File: config.mk
export PLATFORM = sky130hd
export DESIGN_NAME = alu_share_arbiter_flat
export DESIGN_NICKNAME = d
export VERILOG_FILES = /design/src/rtl/alu_share_arbiter_pkg.sv /design/src/rtl/alu_share_arbiter_if.sv /design/src/rtl/alu_share_arbiter_alu.sv /design/src/rtl/alu_share_arbiter.sv /design/src/flat_wrapper.sv
export SDC_FILE = /design/constraint.sdc
export NUM_CORES = 1
export LEC_CHECK = 0
export BUFFER_PORTS_ARGS = -buffer_cell sky130_fd_sc_hd__buf_4
export CELL_PAD_IN_SITES_DETAIL_PLACEMENT = 1
export CELL_PAD_IN_SITES_GLOBAL_PLACEMENT = 1
export CORE_MARGIN = 10
export CORE_UTILIZATION = 46
export DETAILED_ROUTE_END_ITERATION = 8
export PLACE_DENSITY = 0.87
export SKIP_CTS_REPAIR_TIMING = 1
export SLEW_MARGIN = 20
export SYNTH_ARGS = -nofsm -noshare
export SYNTH_HDL_FRONTEND = slang
export SYNTH_HIERARCHICAL = 1
export SYNTH_SLANG_ARGS = --single-unit
File: constraint.sdc
create_clock -name clk -period 9.9 [get_ports clk]
set_input_delay 2.97 -clock clk [delete_from_list [all_inputs] [get_ports clk]]
set_output_delay 2.97 -clock clk [all_outputs]
set_load 0.02 [all_outputs]
File: src/rtl/alu_share_arbiter_pkg.sv
// Shared definitions for the ALU-sharing arbiter: ALU opcodes, FSM encoding
// and default widths.
package alu_share_arbiter_pkg;

  localparam int DATA_W_DEF = 32;
  localparam int OP_W_DEF   = 4;

  localparam logic [OP_W_DEF-1:0] ADD_OP = 4'd0;
  localparam logic [OP_W_DEF-1:0] SUB_OP = 4'd1;
  localparam logic [OP_W_DEF-1:0] AND_OP = 4'd2;
  localparam logic [OP_W_DEF-1:0] OR_OP  = 4'd3;
  localparam logic [OP_W_DEF-1:0] XOR_OP = 4'd4;
  localparam logic [OP_W_DEF-1:0] SLL_OP = 4'd5;
  localparam logic [OP_W_DEF-1:0] SRL_OP = 4'd6;
  localparam logic [OP_W_DEF-1:0] SRA_OP = 4'd7;
  localparam logic [OP_W_DEF-1:0] SLT_OP = 4'd8;

  typedef enum logic [1:0] {
    IDLE = 2'd0,
    EXEC = 2'd1,
    RESP = 2'd2
  } state_e;

endpackage

File: src/rtl/alu_share_arbiter_if.sv
// Request/response channels of the two ALU requesters. The requester side
// uses the master modport, the arbiter uses the slave modport.
interface alu_share_arbiter_if
  import alu_share_arbiter_pkg::*;
#(
  parameter int DATA_W = DATA_W_DEF,
  parameter int OP_W   = OP_W_DEF
);

  logic              req0_valid;
  logic              req0_ready;
  logic [OP_W-1:0]   req0_op;
  logic [DATA_W-1:0] req0_a;
  logic [DATA_W-1:0] req0_b;
  logic              req1_valid;
  logic              req1_ready;
  logic [OP_W-1:0]   req1_op;
  logic [DATA_W-1:0] req1_a;
  logic [DATA_W-1:0] req1_b;
  logic              rsp0_valid;
  logic              rsp0_ready;
  logic [DATA_W-1:0] rsp0_result;
  logic              rsp1_valid;
  logic              rsp1_ready;
  logic [DATA_W-1:0] rsp1_result;

  modport master (
    output req0_valid, req0_op, req0_a, req0_b,
    output req1_valid, req1_op, req1_a, req1_b,
    input  req0_ready, req1_ready,
    input  rsp0_valid, rsp0_result, rsp1_valid, rsp1_result,
    output rsp0_ready, rsp1_ready
  );

  modport slave (
    input  req0_valid, req0_op, req0_a, req0_b,
    input  req1_valid, req1_op, req1_a, req1_b,
    output req0_ready, req1_ready,
    output rsp0_valid, rsp0_result, rsp1_valid, rsp1_result,
    input  rsp0_ready, rsp1_ready
  );

endinterface

File: src/rtl/alu_share_arbiter_alu.sv
// The existing 32-bit combinational ALU. Opcodes above SLT yield zero;
// shifts use only the low five bits of op2 and SLT compares unsigned.
module alu_share_arbiter_alu
  import alu_share_arbiter_pkg::*;
#(
  parameter int DATA_W = DATA_W_DEF,
  parameter int OP_W   = OP_W_DEF
) (
  input  logic [OP_W-1:0]   ALUop,
  input  logic [DATA_W-1:0] op1,
  input  logic [DATA_W-1:0] op2,
  output logic [DATA_W-1:0] ALU_out
);

  logic [4:0] shamt_s;

  // Opcode decode and result selection.
  always_comb begin
    shamt_s = op2[4:0];
    ALU_out = {DATA_W{1'b0}};
    case (ALUop)
      ADD_OP:  ALU_out = op1 + op2;
      SUB_OP:  ALU_out = op1 - op2;
      AND_OP:  ALU_out = op1 & op2;
      OR_OP:   ALU_out = op1 | op2;
      XOR_OP:  ALU_out = op1 ^ op2;
      SLL_OP:  ALU_out = op1 << shamt_s;
      SRL_OP:  ALU_out = op1 >> shamt_s;
      SRA_OP:  ALU_out = DATA_W'($signed(op1) >>> shamt_s);
      SLT_OP:  ALU_out = {{(DATA_W-1){1'b0}}, (op1 < op2)};
      default: ALU_out = {DATA_W{1'b0}};
    endcase
  end

endmodule

File: src/rtl/alu_share_arbiter.sv
// Lends one combinational ALU to two valid/ready requesters with round-robin
// priority and a single operation in flight (IDLE -> EXEC -> RESP).
module alu_share_arbiter
  import alu_share_arbiter_pkg::*;
#(
  parameter bit PRIO_INIT = 1'b0,
  parameter int DATA_W    = DATA_W_DEF,
  parameter int OP_W      = OP_W_DEF
) (
  input  logic               clk,
  input  logic               rst,
  alu_share_arbiter_if.slave bus,
  output logic               busy
);

  state_e            state_r;
  logic              prio_r;
  logic              own_r;
  logic [OP_W-1:0]   op_r;
  logic [DATA_W-1:0] a_r;
  logic [DATA_W-1:0] b_r;
  logic [DATA_W-1:0] res_r;

  logic              grant_s;
  logic              grant_ok_s;
  logic              rsp_ready_own_s;
  logic [OP_W-1:0]   op_in_s;
  logic [DATA_W-1:0] a_in_s;
  logic [DATA_W-1:0] b_in_s;
  logic [DATA_W-1:0] alu_out_s;

  // Round-robin grant: the priority port wins if valid, otherwise the other one.
  always_comb begin
    grant_s    = prio_r;
    grant_ok_s = 1'b0;
    if ((prio_r ? bus.req1_valid : bus.req0_valid) == 1'b1) begin
      grant_s    = prio_r;
      grant_ok_s = 1'b1;
    end else if ((prio_r ? bus.req0_valid : bus.req1_valid) == 1'b1) begin
      grant_s    = ~prio_r;
      grant_ok_s = 1'b1;
    end else begin
      grant_s    = prio_r;
      grant_ok_s = 1'b0;
    end
    op_in_s         = grant_s ? bus.req1_op : bus.req0_op;
    a_in_s          = grant_s ? bus.req1_a  : bus.req0_a;
    b_in_s          = grant_s ? bus.req1_b  : bus.req0_b;
    rsp_ready_own_s = own_r ? bus.rsp1_ready : bus.rsp0_ready;
  end

  // Control FSM with priority bit, operand capture and result register.
  always_ff @(posedge clk) begin
    if (rst) begin
      state_r <= IDLE;
      prio_r  <= PRIO_INIT;
      own_r   <= 1'b0;
      op_r    <= {OP_W{1'b0}};
      a_r     <= {DATA_W{1'b0}};
      b_r     <= {DATA_W{1'b0}};
      res_r   <= {DATA_W{1'b0}};
    end else begin
      case (state_r)
        IDLE: begin
          if (grant_ok_s) begin
            own_r   <= grant_s;
            prio_r  <= ~grant_s;
            op_r    <= op_in_s;
            a_r     <= a_in_s;
            b_r     <= b_in_s;
            state_r <= EXEC;
          end else begin
            state_r <= IDLE;
          end
        end
        EXEC: begin
          res_r   <= alu_out_s;
          state_r <= RESP;
        end
        RESP: begin
          if (rsp_ready_own_s) begin
            state_r <= IDLE;
          end else begin
            state_r <= RESP;
          end
        end
        default: state_r <= IDLE;
      endcase
    end
  end

  alu_share_arbiter_alu #(
    .DATA_W (DATA_W),
    .OP_W   (OP_W)
  ) u_alu (
    .ALUop   (op_r),
    .op1     (a_r),
    .op2     (b_r),
    .ALU_out (alu_out_s)
  );

  // Output decode from registered state; everything is forced quiet while rst is high.
  always_comb begin
    bus.req0_ready  = 1'b0;
    bus.req1_ready  = 1'b0;
    bus.rsp0_valid  = 1'b0;
    bus.rsp1_valid  = 1'b0;
    bus.rsp0_result = {DATA_W{1'b0}};
    bus.rsp1_result = {DATA_W{1'b0}};
    busy            = 1'b0;
    if (!rst) begin
      bus.req0_ready  = (state_r == IDLE) && grant_ok_s && (grant_s == 1'b0);
      bus.req1_ready  = (state_r == IDLE) && grant_ok_s && (grant_s == 1'b1);
      bus.rsp0_valid  = (state_r == RESP) && (own_r == 1'b0);
      bus.rsp1_valid  = (state_r == RESP) && (own_r == 1'b1);
      bus.rsp0_result = res_r;
      bus.rsp1_result = res_r;
      busy            = (state_r != IDLE);
    end else begin
      busy            = 1'b0;
    end
  end

endmodule

File: src/flat_wrapper.sv
// flat-port wrapper written by rule: the top's interface ports become plain ports
module alu_share_arbiter_flat import alu_share_arbiter_pkg::*;
#(
  parameter bit PRIO_INIT = 1'b0,
  parameter int DATA_W    = DATA_W_DEF,
  parameter int OP_W      = OP_W_DEF
)
  (clk, rst, busy, bus_req0_valid, bus_req0_op, bus_req0_a, bus_req0_b, bus_req1_valid, bus_req1_op, bus_req1_a, bus_req1_b, bus_req0_ready, bus_req1_ready, bus_rsp0_valid, bus_rsp0_result, bus_rsp1_valid, bus_rsp1_result, bus_rsp0_ready, bus_rsp1_ready);
  alu_share_arbiter_if #(.DATA_W(DATA_W), .OP_W(OP_W)) bus_i ();
  input  logic clk;
  input  logic rst;
  output logic busy;
  input wire logic [$bits(bus_i.req0_valid)-1:0] bus_req0_valid;
  input wire logic [$bits(bus_i.req0_op)-1:0] bus_req0_op;
  input wire logic [$bits(bus_i.req0_a)-1:0] bus_req0_a;
  input wire logic [$bits(bus_i.req0_b)-1:0] bus_req0_b;
  input wire logic [$bits(bus_i.req1_valid)-1:0] bus_req1_valid;
  input wire logic [$bits(bus_i.req1_op)-1:0] bus_req1_op;
  input wire logic [$bits(bus_i.req1_a)-1:0] bus_req1_a;
  input wire logic [$bits(bus_i.req1_b)-1:0] bus_req1_b;
  output wire logic [$bits(bus_i.req0_ready)-1:0] bus_req0_ready;
  output wire logic [$bits(bus_i.req1_ready)-1:0] bus_req1_ready;
  output wire logic [$bits(bus_i.rsp0_valid)-1:0] bus_rsp0_valid;
  output wire logic [$bits(bus_i.rsp0_result)-1:0] bus_rsp0_result;
  output wire logic [$bits(bus_i.rsp1_valid)-1:0] bus_rsp1_valid;
  output wire logic [$bits(bus_i.rsp1_result)-1:0] bus_rsp1_result;
  input wire logic [$bits(bus_i.rsp0_ready)-1:0] bus_rsp0_ready;
  input wire logic [$bits(bus_i.rsp1_ready)-1:0] bus_rsp1_ready;
  assign bus_i.req0_valid = bus_req0_valid;
  assign bus_i.req0_op = bus_req0_op;
  assign bus_i.req0_a = bus_req0_a;
  assign bus_i.req0_b = bus_req0_b;
  assign bus_i.req1_valid = bus_req1_valid;
  assign bus_i.req1_op = bus_req1_op;
  assign bus_i.req1_a = bus_req1_a;
  assign bus_i.req1_b = bus_req1_b;
  assign bus_req0_ready = bus_i.req0_ready;
  assign bus_req1_ready = bus_i.req1_ready;
  assign bus_rsp0_valid = bus_i.rsp0_valid;
  assign bus_rsp0_result = bus_i.rsp0_result;
  assign bus_rsp1_valid = bus_i.rsp1_valid;
  assign bus_rsp1_result = bus_i.rsp1_result;
  assign bus_i.rsp0_ready = bus_rsp0_ready;
  assign bus_i.rsp1_ready = bus_rsp1_ready;
  alu_share_arbiter #(.PRIO_INIT(PRIO_INIT), .DATA_W(DATA_W), .OP_W(OP_W)) u_core (.clk(clk), .rst(rst), .bus(bus_i), .busy(busy));
endmodule
=== Word-level counts from Yosys, hierarchy flattened ===
Cells that the tools add are included.

* Add/sub/neg operators: 2
* Order comparisons: 1
* Eq/ne operators: 10
* Shifts and indexed selects: 3
* Muxes and demuxes: 20
* Bitwise gates (word level): 6
* Reduce and logical (&&, ||, !) cells: 9

{| class="wikitable"
|+ Operator list
! operator !! count
|-
| $pmux 32 s9 || 1
|-
| $mux 32 || 3
|-
| $add 32x32->32 || 1
|-
| $and 32x32->32 || 1
|-
| $lt 32x32->1 || 1
|-
| $or 32x32->32 || 1
|-
| $shl 32x5->32 || 1
|-
| $shr 32x5->32 || 1
|-
| $sshr 32x5->32 || 1
|-
| $sub 32x32->32 || 1
|-
| $xor 32x32->32 || 1
|-
| $eq 4x3->1 const B || 4
|-
| $mux 1 || 13
|-
| $eq 4x2->1 const B || 2
|-
| $pmux 2 s3 || 1
|-
| $logic_and 1x1->1 || 5
|-
| $eq 4x1->1 const B || 1
|-
| $eq 4x4->1 const B || 1
|-
| $logic_not 4->1 || 1
|-
| $mux 4 || 1
|-
| $not 1->1 || 3
|-
| $eq 2x1->1 const B || 1
|-
| $eq 2x2->1 const B || 1
|-
| $logic_not 2->1 || 1
|-
| other kinds (3) || 3
|}

* Register bits after elaboration: 104

=== Depth between registers and ports, before layout ===
Gate-level depths: netlist of run 1.

* Depth after elaboration: 6
* Depth in mapped cells: 16
* Gate-level depth less buffers: 14

=== By module ===
Netlist of run 1, hierarchy kept.

{| class="wikitable"
|+ By module, submodules not included
! module !! times used !! cells each !! area each (um^2)
|-
| alu_share_arbiter_alu || 1 || 1,300 || 8,690.8
|-
| alu_share_arbiter || 1 || 595 || 4,842.1
|}

=== Worst setup path after synthesis of run 1 ===
No wires, ideal clock.

* Path kind: input port to output port
* From: input port rst
* To: output port bus_rsp0_valid
* Data arrival time: 4.070 ns
* Required time: 6.930 ns
* Slack: 2.860 ns
* Stages on the path: 3
* Path buffers: 2
* Cell sequence: buf_2 > clkbuf_1 > nor4b_1

* Longest elaborated chain between the ends: 1

{| class="wikitable"
|+ RTL lines
! item !! RTL line !! text
|-
| from (decl) || flat_wrapper.sv:11 || <nowiki>input logic rst;</nowiki>
|-
| $mux 1 || alu_share_arbiter.sv:111 || <nowiki>if (!rst) begin</nowiki>
|-
| to (decl) || flat_wrapper.sv:23 || <nowiki>output wire logic [$bits(bus_i.rsp0_valid)-1:0] bus_rsp0_valid;</nowiki>
|}

Every way passes these cells.

=== Worst setup path after layout of run 1 ===
* From: input port rst
* To: output port bus_rsp0_result[31]

* Longest elaborated chain between the ends: 1

{| class="wikitable"
|+ RTL lines
! item !! RTL line !! text
|-
| $mux 32 || alu_share_arbiter.sv:111 ||
|-
| to (decl) || flat_wrapper.sv:24 || <nowiki>output wire logic [$bits(bus_i.rsp0_result)-1:0] bus_rsp0_result;</nowiki>
|}

Every way passes these cells.

==> impl_metrics.tcl, run 1 <==
set metrics [dict create \
    coreArea_um2 28900 \
    cp-start-kind "input port" \
    hpwl_um 46900 \
    initial_core_util_pct 46.9 \
    grt_max_degree 71 \
    avgViaCountPerCell 6.80 \
    syn_area_um2 13500 \
    p_int_mw 1.07 \
    rsz0062_at_grt "false" \
    tns_ns 0 \
    period_share_pct 75.9 \
    die_w_um 192 \
    grt_use_met2_pct 51.8 \
    critPathRequiredTime_ns 6.93 \
    finalMaxSlewViolations 0 \
    htreeDepth 3 \
    met1_usage_pct 41.6 \
    grt_overflow 0 \
    path_clk_slew_ns 0.08 \
    rows 62 \
    sw_frac_of_total_pct 49.9 \
    yosys_warnings 6 \
    grt_pass1_wl_um 95500 \
    drc 0 \
    numCtsBuffers 9 \
    drive_above_1_share_pct 17.9 \
    pin_count 211 \
    busiest_layer "met2" \
    total_power_mw 2.13 \
    grt_usage_pct 33.2 \
    syn-num-nets 2137 \
    cp_data_arrival_time_ns 4.54 \
    grt_pass1_vias 15900 \
    port_buffers 210 \
    final_area_um2 15200 \
    tightest_slew_ns 0.958 \
    die-area_um2 36700 \
    clockPowerShare_pct 18.0 \
    grt_antenna_before_repair 2 \
    clock_latency_ns 0.39 \
    die_y_um 192 \
    ys_types 93 \
    syn_to_final_growth_pct 12.2 \
    power.switching_mw 1.06 \
    final_cells 2343 \
    antenna_left 0 \
    cts_num_sinks 104 \
    synth_edf_count 0 \
    synth.yosys.seq_area_share_pct 15.4 \
    power.density_nw_per_um2 140 \
    clock_skew_ns 0.0111 \
    place.gp.congestion 1.06 \
    synth_cells 1895 \
    placedCellCount 2326 \
    fin_nets 2195 \
    cap_violations 0 \
    hp-class "reg2reg" \
    drt_iter0_markers 1664 \
    place_area_um2 14900 \
    dr.pass1.iters 6 \
    cp-end-kind "output port" \
    yosys-top-cells-area "dfxtp_1 (15%), ha_1 (9.1%), a21oi_1 (6.1%)" \
    timing.final.crit_period_ns 7.51 \
    max_freq_ghz 0.133 \
    wire_per_inst_um 27.1 \
    synth_area_per_cell_um2 7.14 \
    totalWireLength_um 63500 \
    final_cell_mix "buf_4 (248), nor2_1 (167), a21oi_1 (165)" \
    p_leak_nw 6.02 \
    cts_tree "yes" \
    maxSlewHeadroom_pct 35.7 \
    synth_top_cell_by_area "dfxtp_1" \
    setup_viol 0 \
    final-hold-violation-count 0 \
    status "finished clean" \
    cp_max_fo 70 \
    seq_power_share_pct 25.6 \
    criticalPathCategory "in2out" \
    final_common_cell "buf_4" \
    ys_ff_latch 104 \
    power_frac_comb_pct 56.4 \
    use_met3_pct 8.44 \
    synth_ff_type "dfxtp_1" \
    synth_top_area_share_pct 15.4 \
    vias 15900 \
    cts_root_buf "clkbuf_16" \
    vdd.ir_drop.worst_mv 0.0885 \
    synthArstFlopShare_pct 0 \
    cts_buffer_depth 2 \
]
[cell type report]
type | count | area [um^2]
Tap cell | 384 | 480
Antenna cell | 1 | 2.50
Clock inverter | 6 | 61.3
Clock buffer | 10 | 229
Fill cell | 3816 | 13700
Timing Repair Buffer | 248 | 1860
Multi-Input combinational cell | 1487 | 10100
Sequential cell | 104 | 2090
Inverter | 103 | 387
[through the flow]
step | setup WS, ns | hold slack (ns) | util (%)
final | 2.39 | 0.453 | 52.6
after CTS | 2.39 | 0.455 | 52.6
after global routing | 2.26 | 0.479 | 52.6
after detailed placement | 2.39 | 0.444 | 51.6
after floorplan | 2.86 | 0.432 | -
after global placement | 2.41 | 0.438 | 51.6
[sequential cells by signal, indices dropped and copies added, names as in the netlist]
register and cells:
u_core/a_r 32, u_core/op_r 4, u_core/b_r 32, u_core/own_r 1, u_core/state_r 2, u_core/prio_r 1, u_core/res_r 32
[worst max-delay path: stages]
cell	delay, ns
buf_4	0.59
buf_4	0.62
nor2b_1	0.14
buf_4	0.19
[power groups by stage]
stage | logic, mW | clock network, mW | registers [mW]
floorplan | 0.813 | 0 | 0.506
finish | 1.20 | 0.383 | 0.545
global placement | 1.12 | 0 | 0.547
CTS | 1.16 | 0.388 | 0.540
global route | 1.28 | 0.402 | 0.547
detailed placement | 1.15 | 0 | 0.550
[final timing paths]
check / start / endpoint / slack, ns / depth (start not counted)
worst max-delay path: rst / bus_rsp0_result[31] / 2.39 / 4
worst min-delay path: u_core/res_r[26] / u_core/res_r[26] / 0.45 / 2
worst max register to register: u_core/b_r[4] / u_core/res_r[30] / 5.09 / 14
worst min register to register: u_core/res_r[26] / u_core/res_r[26] / 0.45 / 2
[metal layers]
layer  part of all wire [%]  routed length [um]
met5                  0.011                   7
met4                    5.2                3330
met3                    9.9                6270
met2                     44               28100
met1                     41               25800
[synthesized netlist by cell type (all sizes together), types with 5 or more instances]
master / instances
o21ai: 162
clkbuf: 97
nor4: 10
o2111ai: 10
a21boi: 5
nor2: 169
or2: 6
nand3: 74
or3: 10
buf: 104
mux4: 29
nor3: 28
a221o: 29
and3: 26
mux2: 21
xnor2: 5
and2: 11
a311oi: 7
a31oi: 72
o221ai: 10
mux2i: 63
o211ai: 19
a21oi: 166
o31ai: 7
nor2b: 46
nand2b: 18
a211o: 6
a21o: 15
inv: 101
nand2: 159
o21bai: 7
dfxtp: 104
ha: 98
a221oi: 15
o22ai: 19
a211oi: 36
nand4: 59
nand3b: 5
a22oi: 12
[kinds of logic after synthesis]
group | after synthesis | share of synthesized area, %
AOI/OAI and AO/OA | 636 | 30.3
and+or+nand+nor | 633 | 22.9
buffers and inverters | 304 | 10.5
muxes | 113 | 11.2
DFF | 104 | 15.4
adders and majority gates | 100 | 9.36
xor gates and xnor gates | 5 | 0.324
Power figures use the tool's default switching activity.
==> inputs of run 2 (changes only) <==
--- a/config.mk
+++ b/config.mk
@@ -5,13 +5,14 @@
 export SDC_FILE = /design/constraint.sdc
 export NUM_CORES = 1
 export LEC_CHECK = 0
+export ABC_AREA = 1
 export BUFFER_PORTS_ARGS = -buffer_cell sky130_fd_sc_hd__buf_4
 export CELL_PAD_IN_SITES_DETAIL_PLACEMENT = 1
 export CELL_PAD_IN_SITES_GLOBAL_PLACEMENT = 1
 export CORE_MARGIN = 10
-export CORE_UTILIZATION = 46
+export CORE_UTILIZATION = 36
 export DETAILED_ROUTE_END_ITERATION = 8
-export PLACE_DENSITY = 0.87
+export PLACE_DENSITY = 0.78
 export SKIP_CTS_REPAIR_TIMING = 1
 export SLEW_MARGIN = 20
 export SYNTH_ARGS = -nofsm -noshare
==> constraint.sdc (replaced) <==
create_clock -name clk -period 6.5 [get_ports clk]
set_input_delay 1.95 -clock clk [delete_from_list [all_inputs] [get_ports clk]]
set_output_delay 1.95 -clock clk [all_outputs]
set_load 0.02 [all_outputs]
==> run 2 against run 1 <==
Compared with the run above:
- register-to-register slack worse by 2.2 ns
- flip-flop and latch count unchanged
- sequential power up 49%
- die area up 41%
- clock power up 54%
- area after synthesis up 14%
- critical path type unchanged
- worst setup slack worse by 1.2 ns
- largest power group unchanged
- clock-buffer cell count down 1
- hold slack better by 0.0037 ns
- non-clock buffer count down 4
- combinational power up 84%
- power up 70%
==> impl_metrics.tcl, run 2 <==
set metrics [dict create \
    status "finished clean" \
    tightest_slew_ns 1.08 \
    htreeDepth 3 \
    hpwl_um 68100 \
    worst_path_max_delay_cell "nand2_2" \
    syn_to_final_growth_pct 11.3 \
    finalMaxSlewViolations 0 \
    drt_iter0_markers 1703 \
    die_w_um 227 \
    die-area_um2 51600 \
    worstReg2RegEnd "u_core/res_r[4]" \
    power_frac_comb_pct 61.3 \
    synth_ff_type "dfxtp_1" \
    yosys-top-cells-area "nand2_1 (23%), nand3_1 (16%), dfxtp_1 (13%)" \
    fin_nets 3192 \
    p_leak_nw 9.32 \
    cap_violations 0 \
    p_int_mw 1.61 \
    power.switching_mw 2.00 \
    syn-num-nets 3121 \
    final_cell_mix "nand2_1 (942), nand3_1 (498), inv_1 (385)" \
    synth_cells 2879 \
    criticalPathCategory "in2out" \
    synthArstFlopShare_pct 0 \
    drive_above_1_share_pct 11.1 \
    coreArea_um2 42200 \
    path_cells "buf_4 -> nand2_2 -> nand3_2 -> nor2_4 -> buf_4" \
    maxSlewHeadroom_pct 27.2 \
    antenna_left 0 \
    grt_antenna_before_repair 3 \
    clock_latency_ns 0.39 \
    crit-reg2reg-launch "u_core/b_r[0]" \
    clockPowerShare_pct 16.3 \
    die_y_um 227 \
    crit_family "simple AND/OR/NAND/NOR gates" \
    numCtsBuffers 9 \
    cts_num_sinks 104 \
    tns_ns 0 \
    hp-class "reg2reg" \
    synth_edf_count 0 \
    vias 20100 \
    crit_top_cell "buf_4" \
    rows 75 \
    port_buffers 210 \
    timing.final.crit_period_ns 5.34 \
    min_to "u_core/res_r[3]" \
    final_common_cell "nand2_1" \
    sw_frac_of_total_pct 55.3 \
    critPathMaxStageDelay_ns 0.65 \
    cp-start-kind "input port" \
    synth_top_area_share_pct 22.9 \
    synth_top_cell_by_area "nand2_1" \
    min_from "u_core/res_r[3]" \
    avgViaCountPerCell 5.74 \
    ys_types 45 \
    max_freq_ghz 0.187 \
    yosys_warnings 6 \
    cp_data_arrival_time_ns 3.39 \
    syn_area_um2 15400 \
    hold_depth 2 \
    clock_skew_ns 0.0125 \
    synthMostInstantiatedCell "nand2_1" \
    path_clk_slew_ns 0.07 \
    cts_tree "yes" \
    rrSetupSlack_ns 2.88 \
    grt_overflow 0 \
    total_power_mw 3.61 \
    cts_root_buf "clkbuf_16" \
    ys_ff_latch 104 \
    initial_core_util_pct 36.6 \
    rsz0062_at_grt "false" \
    worst-path-buf-inv 2 \
    period_share_pct 82.2 \
    final-hold-violation-count 0 \
    cp_max_fo 44 \
    place.gp.congestion 1.03 \
    critPathRequiredTime_ns 4.55 \
    seq_power_share_pct 22.4 \
    grt_max_degree 88 \
    fin_util_pct 40.7 \
    reg2reg_depth 12 \
    placedCellCount 3478 \
    grt_pass1_wl_um 124000 \
    cts_buffer_depth 2 \
    top_regs "u_core/a_r (32), u_core/b_r (32), u_core/res_r (32)" \
    power.density_nw_per_um2 210 \
    netlist_top_cells_count "nand2_1 (944), nand3_1 (498), inv_1 (386), nor2_1 (206), a21oi_1 (110)" \
    synth.yosys.seq_area_share_pct 13.5 \
    totalWireLength_um 83200 \
    drc 0 \
    final_cells 3495 \
    vdd.ir_drop.worst_mv 0.124 \
    grt_pass1_vias 20100 \
    pin_count 211 \
    wire_per_inst_um 23.8 \
    dr.pass1.iters 5 \
    setup_viol 0 \
    cp-end-kind "output port" \
    synth_area_per_cell_um2 5.37 \
    grt_usage_pct 31.5 \
]
-- run 2: kinds of logic (layout without fill, tap and decap cells) --
logic type	after synthesis	in the layout	synth area share (%)
and+or+nand+nor	1830	1830	51.9
buffers and inverters	580	656	16.7
AOI/OAI and AO/OA	259	259	9.35
DFF	104	104	13.5
adders and majority gates	100	100	8.20
xor gates and xnor gates	4	4	0.227
muxes	2	2	0.130
other	0	1	0
-- run 2: through the flow --
step                      cell area (um^2)  hold WS (ns)  setup WS (ns)
after detailed placement             16900         0.449           1.17
after global routing                 17200         0.492           1.04
after CTS                            17200         0.461           1.16
final                                17200         0.457           1.16
after global placement               16900         0.442           1.18
after floorplan                      15400         0.430           1.73
-- run 2: worst max-delay path by stage --
stage	slack (ns)	endpoint	cells after the start	start
after global placement	1.18	bus_req0_ready	5	bus_req1_valid
final	1.16	bus_req0_ready	5	bus_req1_valid
after floorplan	1.73	bus_rsp1_result[11]	4	rst
after detailed placement	1.17	bus_req0_ready	5	bus_req1_valid
after global routing	1.04	bus_req0_ready	5	bus_req1_valid
after CTS	1.16	bus_req0_ready	5	bus_req1_valid
-- run 2: layout make-up --
cell class | count | area (um^2)
Timing Repair Buffer | 244 | 1830
Sequential cell | 104 | 2090
Tap cell | 539 | 674
Fill cell | 6116 | 25000
Clock inverter | 7 | 78.8
Clock buffer | 9 | 225
Antenna cell | 1 | 2.50
Multi-Input combinational cell | 2195 | 10800
Inverter | 396 | 1490
-- run 2: layer usage --
layer	up-vias	global-route usage, %	part of all wire (%)
met5	-	0	0.037
met4	6	17.6	6.0
met3	169	7.43	9.3
met2	933	48.1	42
met1	9608	40.1	42
li1	9337	-	-
-- run 2: tightest hold or removal path, stage by stage (launching register included) --
cell and delay [ns]:
dfxtp_1 0.30, inv_1 0.06, a21oi_1 0.05
-- run 2: power by group through the flow --
stage	clock (mW)	sequential, mW	combinational (mW)
after global placement	0	0.817	2.10
after global routing	0.626	0.813	2.40
after floorplan	0	0.772	1.39
after CTS	0.600	0.806	2.16
final	0.588	0.811	2.21
after detailed placement	0	0.821	2.15
==> inputs of run 3 (changes only) <==
--- a/config.mk
+++ b/config.mk
@@ -10,9 +10,9 @@
 export CELL_PAD_IN_SITES_DETAIL_PLACEMENT = 1
 export CELL_PAD_IN_SITES_GLOBAL_PLACEMENT = 1
 export CORE_MARGIN = 10
-export CORE_UTILIZATION = 36
+export CORE_UTILIZATION = 40
 export DETAILED_ROUTE_END_ITERATION = 8
-export PLACE_DENSITY = 0.78
+export PLACE_DENSITY = 0.82
 export SKIP_CTS_REPAIR_TIMING = 1
 export SLEW_MARGIN = 20
 export SYNTH_ARGS = -nofsm -noshare
==> constraint.sdc (replaced) <==
create_clock -name clk -period 5 [get_ports clk]
set_input_delay 1.5 -clock clk [delete_from_list [all_inputs] [get_ports clk]]
set_output_delay 1.5 -clock clk [all_outputs]
set_load 0.02 [all_outputs]
==> run 3 against run 2 <==
Compared with the run above:
- power grew 30%
- clock power up 36%
- non-clock buffer count is 6 lower
- final cell count shrank 1.0%
- critical path type unchanged
- critical endpoint unchanged
==> impl_metrics.tcl, run 3 (synthesis gave the netlist of run 2 again) <==
set metrics [dict create \
    totalWireLength_um 83700 \
    port_buffers 210 \
    syn_to_final_growth_pct 10.8 \
    vias 20300 \
    reg2reg_depth 11 \
    cp_max_fo 44 \
    grt_overflow 0 \
    grt_pass1_wl_um 124000 \
    pin_count 211 \
    initial_core_util_pct 40.8 \
    worstReg2RegEnd "u_core/res_r[4]" \
    cp_data_arrival_time_ns 2.54 \
    rows 71 \
    antenna_left 0 \
    numCtsBuffers 9 \
    cp-end-kind "output port" \
    tns_ns 0 \
    final_common_cell "nand2_1" \
    cts_buffer_depth 2 \
    hp-class "reg2reg" \
    maxSlewHeadroom_pct 21.7 \
    crit-reg2reg-launch "u_core/a_r[0]" \
    p_leak_nw 9.30 \
    coreArea_um2 37800 \
    worst_path_max_delay_cell "buf_4" \
    vdd.ir_drop.worst_mv 0.184 \
    cts_tree "yes" \
    fin_hold_ws_ns 0.454 \
    path_clk_slew_ns 0.07 \
    clock_latency_ns 0.40 \
    drive_above_1_share_pct 10.9 \
    fin_ws_ns 0.960 \
    final-hold-violation-count 0 \
    fin_nets 3186 \
    crit_top_cell "buf_4" \
    setup_viol 0 \
    power.density_nw_per_um2 275 \
    min_from "u_core/res_r[22]" \
    critPathMaxStageDelay_ns 0.41 \
    grt_antenna_before_repair 0 \
    grt_max_degree 66 \
    clock_skew_ns 0.0217 \
    dr.pass1.iters 5 \
    min_to "u_core/res_r[22]" \
    finalMaxSlewViolations 0 \
    hpwl_um 68000 \
    max_freq_ghz 0.248 \
    avgViaCountPerCell 5.87 \
    grt_usage_pct 34.4 \
    pre_cts_ws_ns 0.974 \
    top_regs "u_core/a_r (32), u_core/b_r (32), u_core/res_r (32)" \
    grt_pass1_vias 20300 \
    rrSetupSlack_ns 1.55 \
    wire_per_inst_um 24.2 \
    cts_num_sinks 104 \
    path_cells "buf_4 -> nand3_2 -> nor2_4 -> buf_4" \
    timing.final.crit_period_ns 4.04 \
    period_share_pct 80.8 \
    die_w_um 217 \
    cap_violations 0 \
    diodes 0 \
    final_cell_mix "nand2_1 (942), nand3_1 (498), inv_1 (385)" \
    hold_depth 2 \
    drc 0 \
    die_y_um 217 \
    htreeDepth 3 \
    place.gp.congestion 1.08 \
    status "finished clean" \
    rsz0062_at_grt "false" \
    critPathRequiredTime_ns 3.50 \
    cts_root_buf "clkbuf_16" \
    criticalPathCategory "in2out" \
    tightest_slew_ns 1.17 \
    drt_iter0_markers 1962 \
    cp-start-kind "input port" \
    die-area_um2 46900 \
]
run 3: cell count changes in the layout (fill, tap and decap cells not counted), sizes merged:
cell	previous run	this run
buf	244	238
bufinv	1	0
clkinvlp	2	0
diode	1	0
inv	396	399
run 3: area by class of cell:
cell class                      instances  area [um^2]
Clock buffer                            9          225
Clock inverter                          7         88.8
Fill cell                            5531        20700
Inverter                              396         1490
Multi-Input combinational cell       2195        10800
Sequential cell                       104         2090
Tap cell                              511          639
Timing Repair Buffer                  238         1790
run 3: per-layer routing:
metal,GRT usage (%),vias to the layer above,part of all wire [%]
met3,7.79,187,9.3
met4,18.3,0,5.8
li1,-,9306,-
met2,53.5,1004,43
met1,43.6,9796,42
met5,0,-,0
run 3: worst max-delay path by stage:
stage | end | slack (ns) | cells after the start | start
final | bus_req0_ready | 0.96 | 4 | bus_req0_valid
after CTS | bus_req0_ready | 0.97 | 4 | bus_req0_valid
after floorplan | bus_rsp1_result[11] | 1.13 | 4 | rst
after global routing | bus_req0_ready | 0.89 | 4 | bus_req0_valid
after global placement | bus_req0_ready | 1.00 | 4 | bus_req0_valid
after detailed placement | bus_req0_ready | 0.97 | 4 | bus_req0_valid
run 3: worst max-delay path: cells and delay by family:
kind | cells | cell delay [ns]
buf+inv | 2 | 0.58
simple gates | 2 | 0.44
run 3: power by group:
part	internal, mW	switching, mW	total [mW]
Clock	0.365	0.435	0.801
Sequential	0.919	0.159	1.08
Combinational	0.780	2.05	2.83
run 3: stage by stage:
step | util [%] | area [um^2] | std cells | power (mW)
after floorplan | - | 15400 | 2879 | 2.82
after global placement | 44.4 | 16800 | 3444 | 3.74
after detailed placement | 44.4 | 16800 | 3444 | 3.82
after CTS | 45.2 | 17100 | 3460 | 4.62
after global routing | 45.2 | 17100 | 3460 | 4.98
final | 45.2 | 17100 | 3460 | 4.71
